[src/rtl/vm_vend_if.sv]
// Handshake bundle between the vending-machine core, the actuators and the
// vend sequencer. The master side is the core plus actuators; the slave side
// is the sequencer itself.
interface vm_vend_if;
  logic       req;
  logic       refund;
  logic [3:0] drink;
  logic [3:0] change;
  logic       busy;
  logic [3:0] motor_sel;
  logic       motor_go;
  logic       motor_done;
  logic       coin2_go;
  logic       coin1_go;
  logic       coin_ack;
  logic [3:0] paid;
  logic       done;
  logic       fault;

  modport master (
    output req, refund, drink, change, motor_done, coin_ack,
    input  busy, motor_sel, motor_go, coin2_go, coin1_go, paid, done, fault
  );

  modport slave (
    input  req, refund, drink, change, motor_done, coin_ack,
    output busy, motor_sel, motor_go, coin2_go, coin1_go, paid, done, fault
  );
endinterface

[src/rtl/vm_vend_seq.sv]
// Vend sequencer: latches a purchase/refund, pulses the product motor and
// waits for its completion, then pays change one coin at a time (2-unit coins
// first, then a 1-unit coin) with a per-handshake timeout. A motor timeout is
// recorded as a fault but change is still paid; a coin timeout parks the block
// in HALT until reset.
module vm_vend_seq #(
  parameter int unsigned TIMEOUT = 15  // 1..255, cycles per handshake wait
) (
  input  logic     clk,
  input  logic     rst,   // asynchronous, active-low
  vm_vend_if.slave bus
);

  typedef enum logic [2:0] {
    S_IDLE,
    S_DISP,
    S_WAITM,
    S_PAY,
    S_WAITC,
    S_FIN,
    S_HALT
  } state_t;

  // The timer counts 0..TIMEOUT-1; the wait ends on the edge that sees the
  // last value, which makes a wait last exactly TIMEOUT cycles.
  localparam logic [7:0] TIMER_LAST = 8'(TIMEOUT - 1);

  state_t     state;
  state_t     state_nxt;
  logic [3:0] drink_q;
  logic [3:0] remaining;
  logic [3:0] paid_q;
  logic [7:0] timer;
  logic       coin2_sel;
  logic       fault_q;
  logic [3:0] coin_val;
  logic       timer_exp;

  assign coin_val  = coin2_sel ? 4'd2 : 4'd1;
  assign timer_exp = (timer == TIMER_LAST);

  // State register.
  // NOTE: sequential state uses non-blocking assignments and an asynchronous
  // active-low clear, so every flop sees pre-edge values and reset needs no clock.
  always_ff @(posedge clk or negedge rst) begin
    if (!rst) state <= S_IDLE;
    else      state <= state_nxt;
  end

  // Next-state decision.
  // NOTE: every combinational output gets a default first so no path leaves
  // it unassigned and no latch is inferred.
  always_comb begin
    state_nxt = state;
    case (state)
      S_IDLE: begin
        if (bus.req)         state_nxt = (bus.drink != 4'd0) ? S_DISP : S_PAY;
        else if (bus.refund) state_nxt = S_PAY;
      end
      S_DISP:  state_nxt = S_WAITM;
      S_WAITM: if (bus.motor_done || timer_exp) state_nxt = S_PAY;
      S_PAY:   state_nxt = (remaining == 4'd0) ? S_FIN : S_WAITC;
      S_WAITC: begin
        if (bus.coin_ack)   state_nxt = S_PAY;
        else if (timer_exp) state_nxt = S_HALT;
      end
      S_FIN:   state_nxt = S_IDLE;
      S_HALT:  state_nxt = S_HALT;
      default: state_nxt = S_IDLE;
    endcase
  end

  // Transaction datapath: latched request, handshake timer, coin accounting
  // and the sticky fault flag.
  always_ff @(posedge clk or negedge rst) begin
    if (!rst) begin
      drink_q   <= 4'd0;
      remaining <= 4'd0;
      paid_q    <= 4'd0;
      timer     <= 8'd0;
      coin2_sel <= 1'b0;
      fault_q   <= 1'b0;
    end else begin
      case (state)
        S_IDLE: begin
          if (bus.req) begin
            drink_q   <= bus.drink;
            remaining <= bus.change;
            paid_q    <= 4'd0;
          end else if (bus.refund) begin
            drink_q   <= 4'd0;
            remaining <= bus.change;
            paid_q    <= 4'd0;
          end
        end
        S_DISP: timer <= 8'd0;
        S_WAITM: begin
          if (!bus.motor_done) begin
            if (timer_exp) fault_q <= 1'b1;
            else           timer   <= timer + 8'd1;
          end
        end
        S_PAY: begin
          timer     <= 8'd0;
          coin2_sel <= (remaining >= 4'd2);
        end
        S_WAITC: begin
          if (bus.coin_ack) begin
            remaining <= remaining - coin_val;
            paid_q    <= paid_q + coin_val;
          end else if (timer_exp) begin
            fault_q <= 1'b1;
          end else begin
            timer <= timer + 8'd1;
          end
        end
        default: ;
      endcase
    end
  end

  // Moore outputs decoded from the current state and latched data.
  always_comb begin
    bus.busy      = (state != S_IDLE);
    bus.motor_go  = 1'b0;
    bus.motor_sel = 4'd0;
    bus.coin2_go  = 1'b0;
    bus.coin1_go  = 1'b0;
    bus.done      = 1'b0;
    bus.paid      = paid_q;
    bus.fault     = fault_q;
    case (state)
      S_DISP: begin
        bus.motor_go  = 1'b1;
        bus.motor_sel = drink_q;
      end
      S_WAITC: begin
        bus.coin2_go = coin2_sel;
        bus.coin1_go = !coin2_sel;
      end
      S_FIN:   bus.done = 1'b1;
      default: ;
    endcase
  end

endmodule

[src/flat_wrapper.sv]
// flat-port wrapper written by rule: the top's interface ports become plain ports
module vm_vend_seq_flat 
#(
  parameter int unsigned TIMEOUT = 15                                      
)
  (clk, rst, bus_req, bus_refund, bus_drink, bus_change, bus_motor_done, bus_coin_ack, bus_busy, bus_motor_sel, bus_motor_go, bus_coin2_go, bus_coin1_go, bus_paid, bus_done, bus_fault);
  vm_vend_if bus_i ();
  input  logic clk;
  input  logic rst;
  input wire logic [$bits(bus_i.req)-1:0] bus_req;
  input wire logic [$bits(bus_i.refund)-1:0] bus_refund;
  input wire logic [$bits(bus_i.drink)-1:0] bus_drink;
  input wire logic [$bits(bus_i.change)-1:0] bus_change;
  input wire logic [$bits(bus_i.motor_done)-1:0] bus_motor_done;
  input wire logic [$bits(bus_i.coin_ack)-1:0] bus_coin_ack;
  output wire logic [$bits(bus_i.busy)-1:0] bus_busy;
  output wire logic [$bits(bus_i.motor_sel)-1:0] bus_motor_sel;
  output wire logic [$bits(bus_i.motor_go)-1:0] bus_motor_go;
  output wire logic [$bits(bus_i.coin2_go)-1:0] bus_coin2_go;
  output wire logic [$bits(bus_i.coin1_go)-1:0] bus_coin1_go;
  output wire logic [$bits(bus_i.paid)-1:0] bus_paid;
  output wire logic [$bits(bus_i.done)-1:0] bus_done;
  output wire logic [$bits(bus_i.fault)-1:0] bus_fault;
  assign bus_i.req = bus_req;
  assign bus_i.refund = bus_refund;
  assign bus_i.drink = bus_drink;
  assign bus_i.change = bus_change;
  assign bus_i.motor_done = bus_motor_done;
  assign bus_i.coin_ack = bus_coin_ack;
  assign bus_busy = bus_i.busy;
  assign bus_motor_sel = bus_i.motor_sel;
  assign bus_motor_go = bus_i.motor_go;
  assign bus_coin2_go = bus_i.coin2_go;
  assign bus_coin1_go = bus_i.coin1_go;
  assign bus_paid = bus_i.paid;
  assign bus_done = bus_i.done;
  assign bus_fault = bus_i.fault;
  vm_vend_seq #(.TIMEOUT(TIMEOUT)) u_core (.clk(clk), .rst(rst), .bus(bus_i));
endmodule
[config.mk]
export PLATFORM = sky130hd
export DESIGN_NAME = vm_vend_seq_flat
export DESIGN_NICKNAME = d
export VERILOG_FILES = /design/src/rtl/vm_vend_if.sv /design/src/rtl/vm_vend_seq.sv /design/src/flat_wrapper.sv
export SDC_FILE = /design/constraint.sdc
export NUM_CORES = 1
export LEC_CHECK = 0
export BUFFER_PORTS_ARGS = -buffer_cell sky130_fd_sc_hd__buf_4
export CAP_MARGIN = 30
export CORE_MARGIN = 2
export CORE_UTILIZATION = 50
export CTS_CLUSTER_SIZE = 8
export DETAILED_ROUTE_END_ITERATION = 10
export PLACE_DENSITY = 0.79
export SLEW_MARGIN = 15
export SYNTH_ARGS = -nofsm -noshare
export SYNTH_HDL_FRONTEND = slang
export SYNTH_SLANG_ARGS = --single-unit
export TNS_END_PERCENT = 1
[constraint.sdc]
create_clock -name clk -period 4.5 [get_ports clk]
set_clock_uncertainty 0.2 [all_clocks]
set_input_delay 0.45 -clock clk [delete_from_list [all_inputs] [get_ports clk]]
set_output_delay 0.45 -clock clk [all_outputs]
set_load 0.05 [all_outputs]
Yosys cells after proc, flatten, opt, wreduce, memory -nomap -nowiden
Cells that the tools add are included.
{"block": "totals", "ff_bits": 25, "output_inout_bits": 14, "word_cells": 71}
{"block": "classes", "addsub": 3, "n_lt_le_gt_ge": 1, "n_eq_ne": 13, "mux": 31, "n_reduce_logical": 16}
{"op": "2-to-1 mux 4 bit", "count": 8}
{"op": "2-to-1 mux 8 bit", "count": 3}
{"op": "one-hot mux 8 bit (3 select lines)", "count": 1}
{"op": "one-hot mux 3 bit (6 select lines)", "count": 1}
{"op": "one-hot mux 4 bit (2 select lines)", "count": 2}
{"op": "2-to-1 mux 3 bit", "count": 5}
{"op": "AND reduction 3 bit", "count": 4}
{"op": "equality test 3 bit, second input constant", "count": 3}
{"op": "adder 8 x 1 -> 8 bit, second input constant", "count": 1}
{"op": "equality test 8 x 4 -> 1 bit, second input constant", "count": 1}
{"op": "2-to-1 mux 1 bit", "count": 8}
{"op": "equality test 3 x 2 -> 1 bit, second input constant", "count": 2}
{"op": "inequality test 2 bit, second input constant", "count": 3}
{"op": "nonzero test 2 bit", "count": 3}
{"op": "nonzero test 3 bit", "count": 2}
{"op": "adder 4 bit", "count": 1}
{"op": "greater-or-equal comparator 4 x 2 -> 1 bit, second input constant", "count": 1}
{"op": "logical NOT 4 bit", "count": 1}
{"op": "2-to-1 mux 2 bit", "count": 2}
{"op": "nonzero test 4 bit", "count": 1}
{"op": "subtractor 4 bit", "count": 1}
{"op": "equality test 3 x 1 -> 1 bit, second input constant", "count": 1}
{"op": "logical NOT 3 bit", "count": 1}
{"op": "inequality test 3 x 2 -> 1 bit, second input constant", "count": 1}
{"op": "7 further kinds", "count": 7}

Depth between registers and ports, before layout
Gate-level depths: netlist of the first run.
{"block": "logic_depth", "depth_word": 4, "depth_mapped": 7}

Least setup slack after synthesis of the first run
Ideal clock, no wire load.
{"block": "synth_timing", "path_kind": "reg-to-output", "from": "reg u_core.state[0]", "to": "out bus_coin1_go", "t_arrival_ps": 1796, "t_required_ps": 3850, "slack_ps": 2054, "stages_incl_launch_ff": 5, "path_buffers": 2, "path_cell_list": "dfrtp_1 clkbuf_1 or3b_1 clkbuf_1 nor2_1"}
{"block": "synth_via", "elab_chain_cells": 2}
{"element": "start: declaration", "line_no": "vm_vend_seq.sv:28", "text": "state_t state;"}
{"element": "start signal: assignment", "line_no": "vm_vend_seq.sv:47", "text": "else state <= state_nxt;"}
{"element": "equality test 3 bit", "line_no": "vm_vend_seq.sv:132", "text": "case (state)"}
{"element": "2-to-1 mux 1 bit", "line_no": "vm_vend_seq.sv:132"}
{"element": "end: declaration", "line_no": "flat_wrapper.sv:20", "text": "output wire logic [$bits(bus_i.coin1_go)-1:0] bus_coin1_go;"}
Every way passes these cells.

Worst setup path after layout of the first run
Ends and elaborated chain as after synthesis.

==> flow_summary.toml, run 1 <==
[finish]
drive_above_1_share = 0.199
layout.nets = 204
antenna_cells = 0
syn_to_final_growth_pct = 16.3
final_cell_count_no_fill = 212
final_area_sq_um = 1740

[worst_hold_path]
hold_class = "primary input to register"
hold_depth = 2
hold_path_startpoint = "bus_drink[3]"

[clock_network]
clock_sinks = 25
htreeDepth = 1
cts_tree = "built"
cts_root_buffer = "clkbuf_4"
cts_resized = 0
clkLatencyLatePin_ns = 0.33
path_clk_slew_ns = 0.13
numCtsBuffers = 3
clockBufferDepth = 2

[setup_path]
startpoint = "u_core.state[0]$_DFFE_PN0P_"
cpPeakStageDelay_ns = 0.59
startpoint_type = "register"
critPathSlowestCell = "or3b_1"
cp_max_fo = 13
worstPathCellList = "or3b_1 > nor2_1 > buf_4"
reg2reg_depth = 5
critPathKind = "register to output pin"
required_ns = 3.85
cp-end-kind = "output pin"
regToRegStartpoint = "u_core.state[0]$_DFFE_PN0P_"
worstPathArrival_ns = 1.78

[global_routing]
grt_pass1_vias = 1292
antenna_found_initial = 0
grt_max_degree = 26
grt-ovfl-total = 0
track_usage = 0.220
grt_pass1_wl_mm = 5.69

[timing]
setup_tns_ns = 0
period_minus_slack_ns = 2.43
worst_pin_slew_ns = 0.837
fmax_mhz = 411
slew_headroom = 0.437
final.period_utilization = 0.541
final_hold_viol_count = 0
holdWs_ns = 0.145
slew_viol_final = 0
rsz0062_at_grt = "no"
setup_viol = 0

[route]
via_per_inst = 6.11
drtPass1Iterations = 7
wl_per_cell_microns = 16.0
num_vias = 1296
wl_mm = 3.39
dr.first_iter.drc_count = 48
route.detailed.drc = 2
drtAntennaViolNets = 0

[placement]
dp_hpwl_mm = 2.51
dp.cells = 207
gp_congestion = 0.846
io_buffers = 27
place_area_sq_um = 1700

[logic_synthesis]
syn-num-nets = 178
ys_types = 47
syn_area_sq_um = 1500
yosysWarnings = 0
async_reset_ff_frac = 1.00
yosys_most_used_dff = "dfrtp_1"
synth_seq_area_share = 0.418
ys_ff_latch = 25
synth-edff-count = 0
avgSynthCellArea_sq_um = 9.59
synth_cells = 156

[pwr]
p_leak_nw = 0.839
vdd_drop_max_uv = 439
p_per_area_nw_per_um2 = 563
design_power_total_w = 0.000980

[run]
cap_violations = 0

[floorplanning]
io_pins = 28
die-area_sq_um = 3450
coreArea_sq_um = 2810
die_x_microns = 58.7
std_cell_rows = 19
die_h_microns = 58.7
initial_utilization = 0.533

[status]
outcome = "complete, but fails checks"
violations = "design-rule violations"
[metrics by stage]
step                 util  setup slack (ns)
floorplan               -              2.05
global placement    0.607              2.26
detailed placement  0.607              2.12
CTS                 0.620              2.07
global route        0.620              1.89
finish              0.620              2.07
[sequential cells by signal (all words and copies together), names as in the netlist]
| signal | count |
|---|---|
| u_core.timer | 8 |
| u_core.bus.paid | 4 |
| u_core.drink_q | 4 |
| u_core.remaining | 4 |
| u_core.state | 3 |
| u_core.bus.fault | 1 |
| u_core.coin2_sel | 1 |
[layout by cell type (no fill, tap or decap), types with 2 or more instances in the layout]
cell and instances:
o211ai_1 3, mux2i_1 2, nor3b_1 2, ha_1 6
a22o_1 7, dfrtp_1 25, nor2_1 11, nand3_1 11
o41ai_1 2, nand4b_1 2, a21oi_1 3, buf_4 27
a211oi_1 3, o21a_1 2, nand2_1 9, fa_1 2
xnor2_1 2, nand2b_1 2, and2_1 2, nor3_1 4
o21ai_0 8, a21o_1 3, inv_1 12, clkbuf_4 3
and3_1 5
[final cells by class]
cell class | instances | area, sq um
sequential | 25 | 626
timing repair buffer | 28 | 213
inverter | 12 | 45.0
clock buffer | 3 | 22.5
multi-input combinational | 112 | 791
tap | 31 | 38.8
fill | 246 | 1060
clock inverter | 1 | 5.00
[power by group]
| part | switching (W) | leakage (nW) | internal [W] |
|---|---|---|---|
| clock | 0.0000689 | 0.0177 | 0.0000335 |
| combinational | 0.000300 | 0.500 | 0.000193 |
| sequential | 0.0000900 | 0.321 | 0.000295 |
| total | 0.000459 | 0.839 | 0.000521 |
[kinds of logic (layout without fill, tap and decap cells)]
family                     Yosys count  in the layout  share of synthesized area
AOI/OAI and AO/OA                   39             39                      0.188
xor gates and xnor gates             3              3                     0.0176
muxes                                3              3                     0.0209
adders and majority gates            8              8                     0.0769
and+or+nand+nor                     59             59                      0.225
DFF                                 25             25                      0.418
buffers and inverters               19             44                     0.0535
[worst max-delay path, delay by kind of cell, from the launching register on]
family / cells / cell delay [ns]
buffers and inverters: 1 / 0.21
DFF: 1 / 0.51
and+or+nand+nor: 2 / 0.74
[final timing paths]
kind,end,slack [ns]
worst max-delay path,bus_coin1_go,2.07
worst min-delay path,u_core.drink_q[3]$_DFFE_PN0P_,0.15
worst max register to register,u_core.remaining[3]$_DFFE_PN0P_,2.08
worst min register to register,u_core.bus.fault$_DFFE_PN0P_,0.28
max in group asynchronous,u_core.timer[5]$_DFFE_PN0P_,3.51
min in group asynchronous,u_core.remaining[1]$_DFFE_PN0P_,0.34
[timing repair]
item,CTS,global route
setup endpoints to repair,0,0
hold endpoints to repair,25,0
hold buffers,1,0
setup buffers,0,0
[cell usage after synthesis, types with 2 or more instances]
cell      instances  area [sq um]
o21a_1            2          15.0
a22o_1            7          61.3
a21oi_1           3          15.0
clkbuf_1          5          18.8
xnor2_1           2          17.5
o21ai_0           8          40.0
a21o_1            3          22.5
inv_1            12          45.0
fa_1              2          40.0
nand3_1          11          55.1
mux2i_1           2          20.0
and3_1            5          31.3
o41ai_1           2          17.5
nand4b_1          2          17.5
ha_1              6          75.1
nor3b_1           2          15.0
nand2b_1          2          12.5
a211oi_1          3          22.5
nand2_1           9          33.8
nor3_1            4          20.0
o211ai_1          3          22.5
dfrtp_1          25           626
nor2_1           11          41.3
and2_1            2          12.5
[metal layers]
| metal | wire length (microns) | global-route usage |
|---|---|---|
| met2 | 1610 | 0.376 |
| met1 | 1600 | 0.281 |
| met4 | 48 | 0.0779 |
| met5 | 0 | 0 |
| met3 | 135 | 0.0396 |
Note: power is estimated with default switching activity, not from simulation.
==> run 2, diff against run 1 <==
CORE_UTILIZATION = 49   (was 50)
PLACE_DENSITY = 0.81   (was 0.79)
clock period = 2.05 ns   (was 4.5 ns; I/O delays follow)
==> flow_summary.toml, run 2 (synthesis gave the netlist of run 1 again) <==
[timing]
final_hold_viol_count = 0
setup_viol = 2
rsz0062_at_grt = "yes"
period_minus_slack_ns = 2.11
slew_headroom = 0.644
slew_viol_final = 0
final.period_utilization = 1.03
worst_pin_slew_ns = 0.529
fmax_mhz = 473
setup_slack_ns = -0.0634

[setup_path]
cp_max_fo = 5
regToRegSetupSlack_ns = -0.06
r2r_end = "u_core.timer[7]$_DFFE_PN0P_"
cp-end-kind = "register"
startpoint = "u_core.state[0]$_DFFE_PN0P_"
regToRegStartpoint = "u_core.state[0]$_DFFE_PN0P_"
crit_end = "u_core.timer[7]$_DFFE_PN0P_"
required_ns = 2.12
critPathKind = "register to register"
startpoint_type = "register"
worstPathArrival_ns = 2.18
reg2reg_depth = 5

[pwr]
p_int_w = 0.00138
p_leak_nw = 0.958
p_per_area_nw_per_um2 = 1230
switching_share = 0.448
comb_power_share = 0.590
design_power_total_w = 0.00250
power.switching_w = 0.00112
seqPwrFrac = 0.318
vdd_drop_max_uv = 756
power_frac_clock = 0.092

[placement]
dp_hpwl_mm = 2.48
post-place-ws_ns = 0.0616
gp_congestion = 0.950
place_area_sq_um = 1800
io_buffers = 27
dp.cells = 221

[finish]
final_cell_mix = "33 x buf_4, 24 x dfrtp_1, 11 x inv_1, 11 x nand3_1"
fin_util = 0.680
antenna_cells = 0
final_area_sq_um = 2030
layout.nets = 227
syn_to_final_growth_pct = 35.4
final_cell_count_no_fill = 237
final_common_cell = "buf_4"
drive_above_1_share = 0.314
largest_reg_flops = 8
top_register = "u_core.timer"

[floorplanning]
initial_utilization = 0.503
die_h_microns = 59.3
die_x_microns = 59.3
die-area_sq_um = 3510
std_cell_rows = 20
io_pins = 28
coreArea_sq_um = 2980

[run]
cap_violations = 0

[clock_network]
clkLatencyLatePin_ns = 0.33
htreeDepth = 1
cts_tree = "built"
clock_sinks = 25
clockBufferDepth = 2
path_clk_slew_ns = 0.14
cts_root_buffer = "clkbuf_4"
numCtsBuffers = 3

[status]
violations = "negative setup slack"
outcome = "complete, but fails checks"

[global_routing]
grt_pass1_vias = 1401
grtUsageMet3 = 0.0218
grt-ovfl-total = 0
met1_usage = 0.295
busiest_layer = "met2"
track_usage = 0.230
grt_pass1_wl_mm = 6.13
grt_util_met2 = 0.394
grt_max_degree = 26
antenna_found_initial = 0

[route]
via_per_inst = 6.04
wl_per_cell_microns = 16.1
dr.first_iter.drc_count = 78
drtPass1Iterations = 4
num_vias = 1431
route.detailed.drc = 0
drtAntennaViolNets = 0
wl_mm = 3.80

[worst_hold_path]
hold_class = "primary input to register"
run 2: how the worst min path moves through the flow:
stage | cells after the start | startpoint | to | slack, ns
after floorplan | 0 | rst | u_core.bus.fault$_DFFE_PN0P_ | -0.29
after global placement | 1 | rst | u_core.bus.fault$_DFFE_PN0P_ | -0.07
after detailed placement | 1 | rst | u_core.bus.fault$_DFFE_PN0P_ | -0.07
after CTS | 4 | bus_change[0] | u_core.remaining[0]$_DFFE_PN0P_ | 0.0003
after global routing | 4 | bus_change[0] | u_core.remaining[0]$_DFFE_PN0P_ | 0.03
final | 4 | bus_change[0] | u_core.remaining[0]$_DFFE_PN0P_ | 0.008
run 2: final cells by class:
class / count / area [sq um]
Fill cell: 222 / 952
Multi-Input combinational cell: 112 / 837
Sequential cell: 25 / 627
Timing Repair Buffer: 51 / 445
Inverter: 12 / 47.5
Tap cell: 33 / 41.3
Clock buffer: 3 / 22.5
Clock inverter: 1 / 5.00
run 2: power groups by stage:
stage | sequential [W] | combinational (W) | clock, W
6_report | 0.000795 | 0.00148 | 0.000230
5_1_grt | 0.000811 | 0.00161 | 0.000249
4_1_cts | 0.000784 | 0.00140 | 0.000236
3_5_place_dp | 0.000791 | 0.00125 | 0
3_3_place_gp | 0.000780 | 0.00120 | 0
2_1_floorplan | 0.000819 | 0.000827 | 0
run 2: what timing repair did:
| item | in CTS | in global routing |
|---|---|---|
| pin swaps | 1 | 1 |
| endpoints found under the hold margin | 31 | 0 |
| buffers inserted | 5 | 0 |
| setup endpoints to repair | 7 | 21 |
| resized for setup | 14 | 14 |
| hold buffers | 7 | 0 |
run 2: worst max-delay path: stages (launching register included):
cell and delay, ns:
dfrtp_1 0.42, buf_4 0.15, or4b_4 0.54, and2_4 0.17, or4_1 0.49, nand3_1 0.10
run 2: through the flow:
step	TNS, ns	hold WS (ns)
2_1_floorplan	-0.302	-0.291
3_3_place_gp	0	-0.0721
3_5_place_dp	0	-0.0672
4_1_cts	-0.114	0.000346
5_1_grt	-0.417	0.0304
6_report	-0.116	0.00798
run 2: layer usage:
layer | vias up | share of wire
met2 | 52 | 0.53
li1 | 664 | -
met4 | 0 | 0.023
met5 | - | 0
met3 | 10 | 0.047
met1 | 705 | 0.40
==> run 3, diff against run 2 <==
CORE_UTILIZATION = 50   (was 49)
PLACE_DENSITY = 0.79   (was 0.81)
clock period = 2.4 ns   (was 2.05 ns; I/O delays follow)
==> flow_summary.toml, run 3 (synthesis gave the netlist of run 1 again) <==
[clock_network]
numCtsBuffers = 3
cts_root_buffer = "clkbuf_4"
cts_resized = 0
clockBufferDepth = 2
clock_sinks = 25
htreeDepth = 1
path_clk_slew_ns = 0.14
cts_tree = "built"
clkLatencyLatePin_ns = 0.32
hold_buffers = 5
cts_setup_buffers = 0

[route]
drtPass1Iterations = 7
wl_per_cell_microns = 14.7
num_vias = 1309
route.detailed.drc = 2
dr.first_iter.drc_count = 44
via_per_inst = 5.98
wl_mm = 3.21
drtAntennaViolNets = 0

[floorplanning]
io_pins = 28
coreArea_sq_um = 2810
die_h_microns = 58.7
std_cell_rows = 19
initial_utilization = 0.533
die-area_sq_um = 3450
die_x_microns = 58.7

[setup_path]
crit_end = "u_core.timer[7]$_DFFE_PN0P_"
r2r_end = "u_core.timer[7]$_DFFE_PN0P_"
regToRegStartpoint = "u_core.state[0]$_DFFE_PN0P_"
critPathSlowestCell = "or4b_1"
startpoint_type = "register"
critPathKind = "register to register"
cpPeakStageDelay_ns = 0.68
cp-end-kind = "register"
worstPathArrival_ns = 2.29
required_ns = 2.47
regToRegSetupSlack_ns = 0.18
startpoint = "u_core.state[0]$_DFFE_PN0P_"
cp_max_fo = 13
reg2reg_depth = 4
worstPathCellList = "or4b_1 > and2_4 > or4_1 > nand3_1"

[global_routing]
grt_max_degree = 26
grt_pass1_vias = 1236
track_usage = 0.208
grt-ovfl-total = 0
grt_pass1_wl_mm = 5.51
antenna_found_initial = 0

[timing]
slew_viol_final = 0
worst_pin_slew_ns = 0.507
setup_viol = 0
rsz0062_at_grt = "no"
final.period_utilization = 0.924
setup_slack_ns = 0.182
period_minus_slack_ns = 2.22
final_hold_viol_count = 0
fmax_mhz = 451
setup_tns_ns = 0
holdWs_ns = 0.0183
slew_headroom = 0.659

[finish]
final_common_cell = "buf_4"
seqCellArea_sq_um = 626
layout.nets = 211
largest_reg_flops = 8
drive_above_1_share = 0.202
top_register = "u_core.timer"
antenna_cells = 0
fillers = 239
syn_to_final_growth_pct = 20.4
fin_util = 0.642
multi_input_area_sq_um = 791
final_cell_mix = "30 x buf_4, 25 x dfrtp_1, 12 x inv_1, 11 x nor2_1, 11 x nand3_1"

[placement]
post-place-ws_ns = 0.195
dp_hpwl_mm = 2.28
gp_congestion = 0.804
io_buffers = 27

[pwr]
power_frac_clock = 0.106
p_per_area_nw_per_um2 = 1020
power.switching_w = 0.000842
comb_power_share = 0.503
p_leak_nw = 0.869
switching_share = 0.459
seqPwrFrac = 0.391
p_int_w = 0.000994
vdd_drop_max_uv = 610

[worst_hold_path]
hold_class = "primary input to register"

[status]
outcome = "complete, but fails checks"
violations = "design-rule violations"

[run]
cap_violations = 0
run 3: layer usage:
metal	part of all wire	vias to the layer above	track usage
met5	0	-	0
li1	-	630	-
met2	0.48	45	0.347
met1	0.46	627	0.286
met4	0.017	0	0.0682
met3	0.049	7	0.0242
run 3: worst min-delay path by stage:
stage | startpoint | endpoint | slack, ns | depth (start not counted)
2_1_floorplan | rst | u_core.bus.fault$_DFFE_PN0P_ | -0.26 | 0
3_3_place_gp | rst | u_core.remaining[1]$_DFFE_PN0P_ | -0.04 | 1
3_5_place_dp | rst | u_core.remaining[2]$_DFFE_PN0P_ | -0.04 | 1
4_1_cts | bus_coin_ack | u_core.state[0]$_DFFE_PN0P_ | 0.007 | 3
5_1_grt | bus_coin_ack | u_core.state[0]$_DFFE_PN0P_ | 0.002 | 3
6_report | bus_coin_ack | u_core.state[0]$_DFFE_PN0P_ | 0.02 | 3
run 3: critical path: cells and delay by family, from the launching register on:
family,cells,cell delay (ns)
AND/OR/NAND/NOR,4,1.45
flip-flops,1,0.52
run 3: power by group through the flow:
stage / Clock, W / Sequential [W] / Combinational [W]
3_3_place_gp: 0 / 0.000711 / 0.000896
2_1_floorplan: 0 / 0.000700 / 0.000707
6_report: 0.000195 / 0.000717 / 0.000923
5_1_grt: 0.000220 / 0.000745 / 0.00102
4_1_cts: 0.000197 / 0.000717 / 0.000926
3_5_place_dp: 0 / 0.000727 / 0.000914
run 3: layout make-up:
class / instances / area share
flip-flops and latches: 25 / 0.347
clock buffers: 4 / 0.0146
repair buffers: 35 / 0.153
multi-input cells: 112 / 0.439
inverters: 12 / 0.0250
well taps: 31 / 0.0215
run 3: through the flow:
step           instances  instance area (sq um)  power [W]
6_report             219                   1800    0.00184
5_1_grt              219                   1800    0.00198
4_1_cts              219                   1800    0.00184
3_5_place_dp         210                   1730    0.00164
3_3_place_gp         210                   1730    0.00161
2_1_floorplan        156                   1500    0.00141
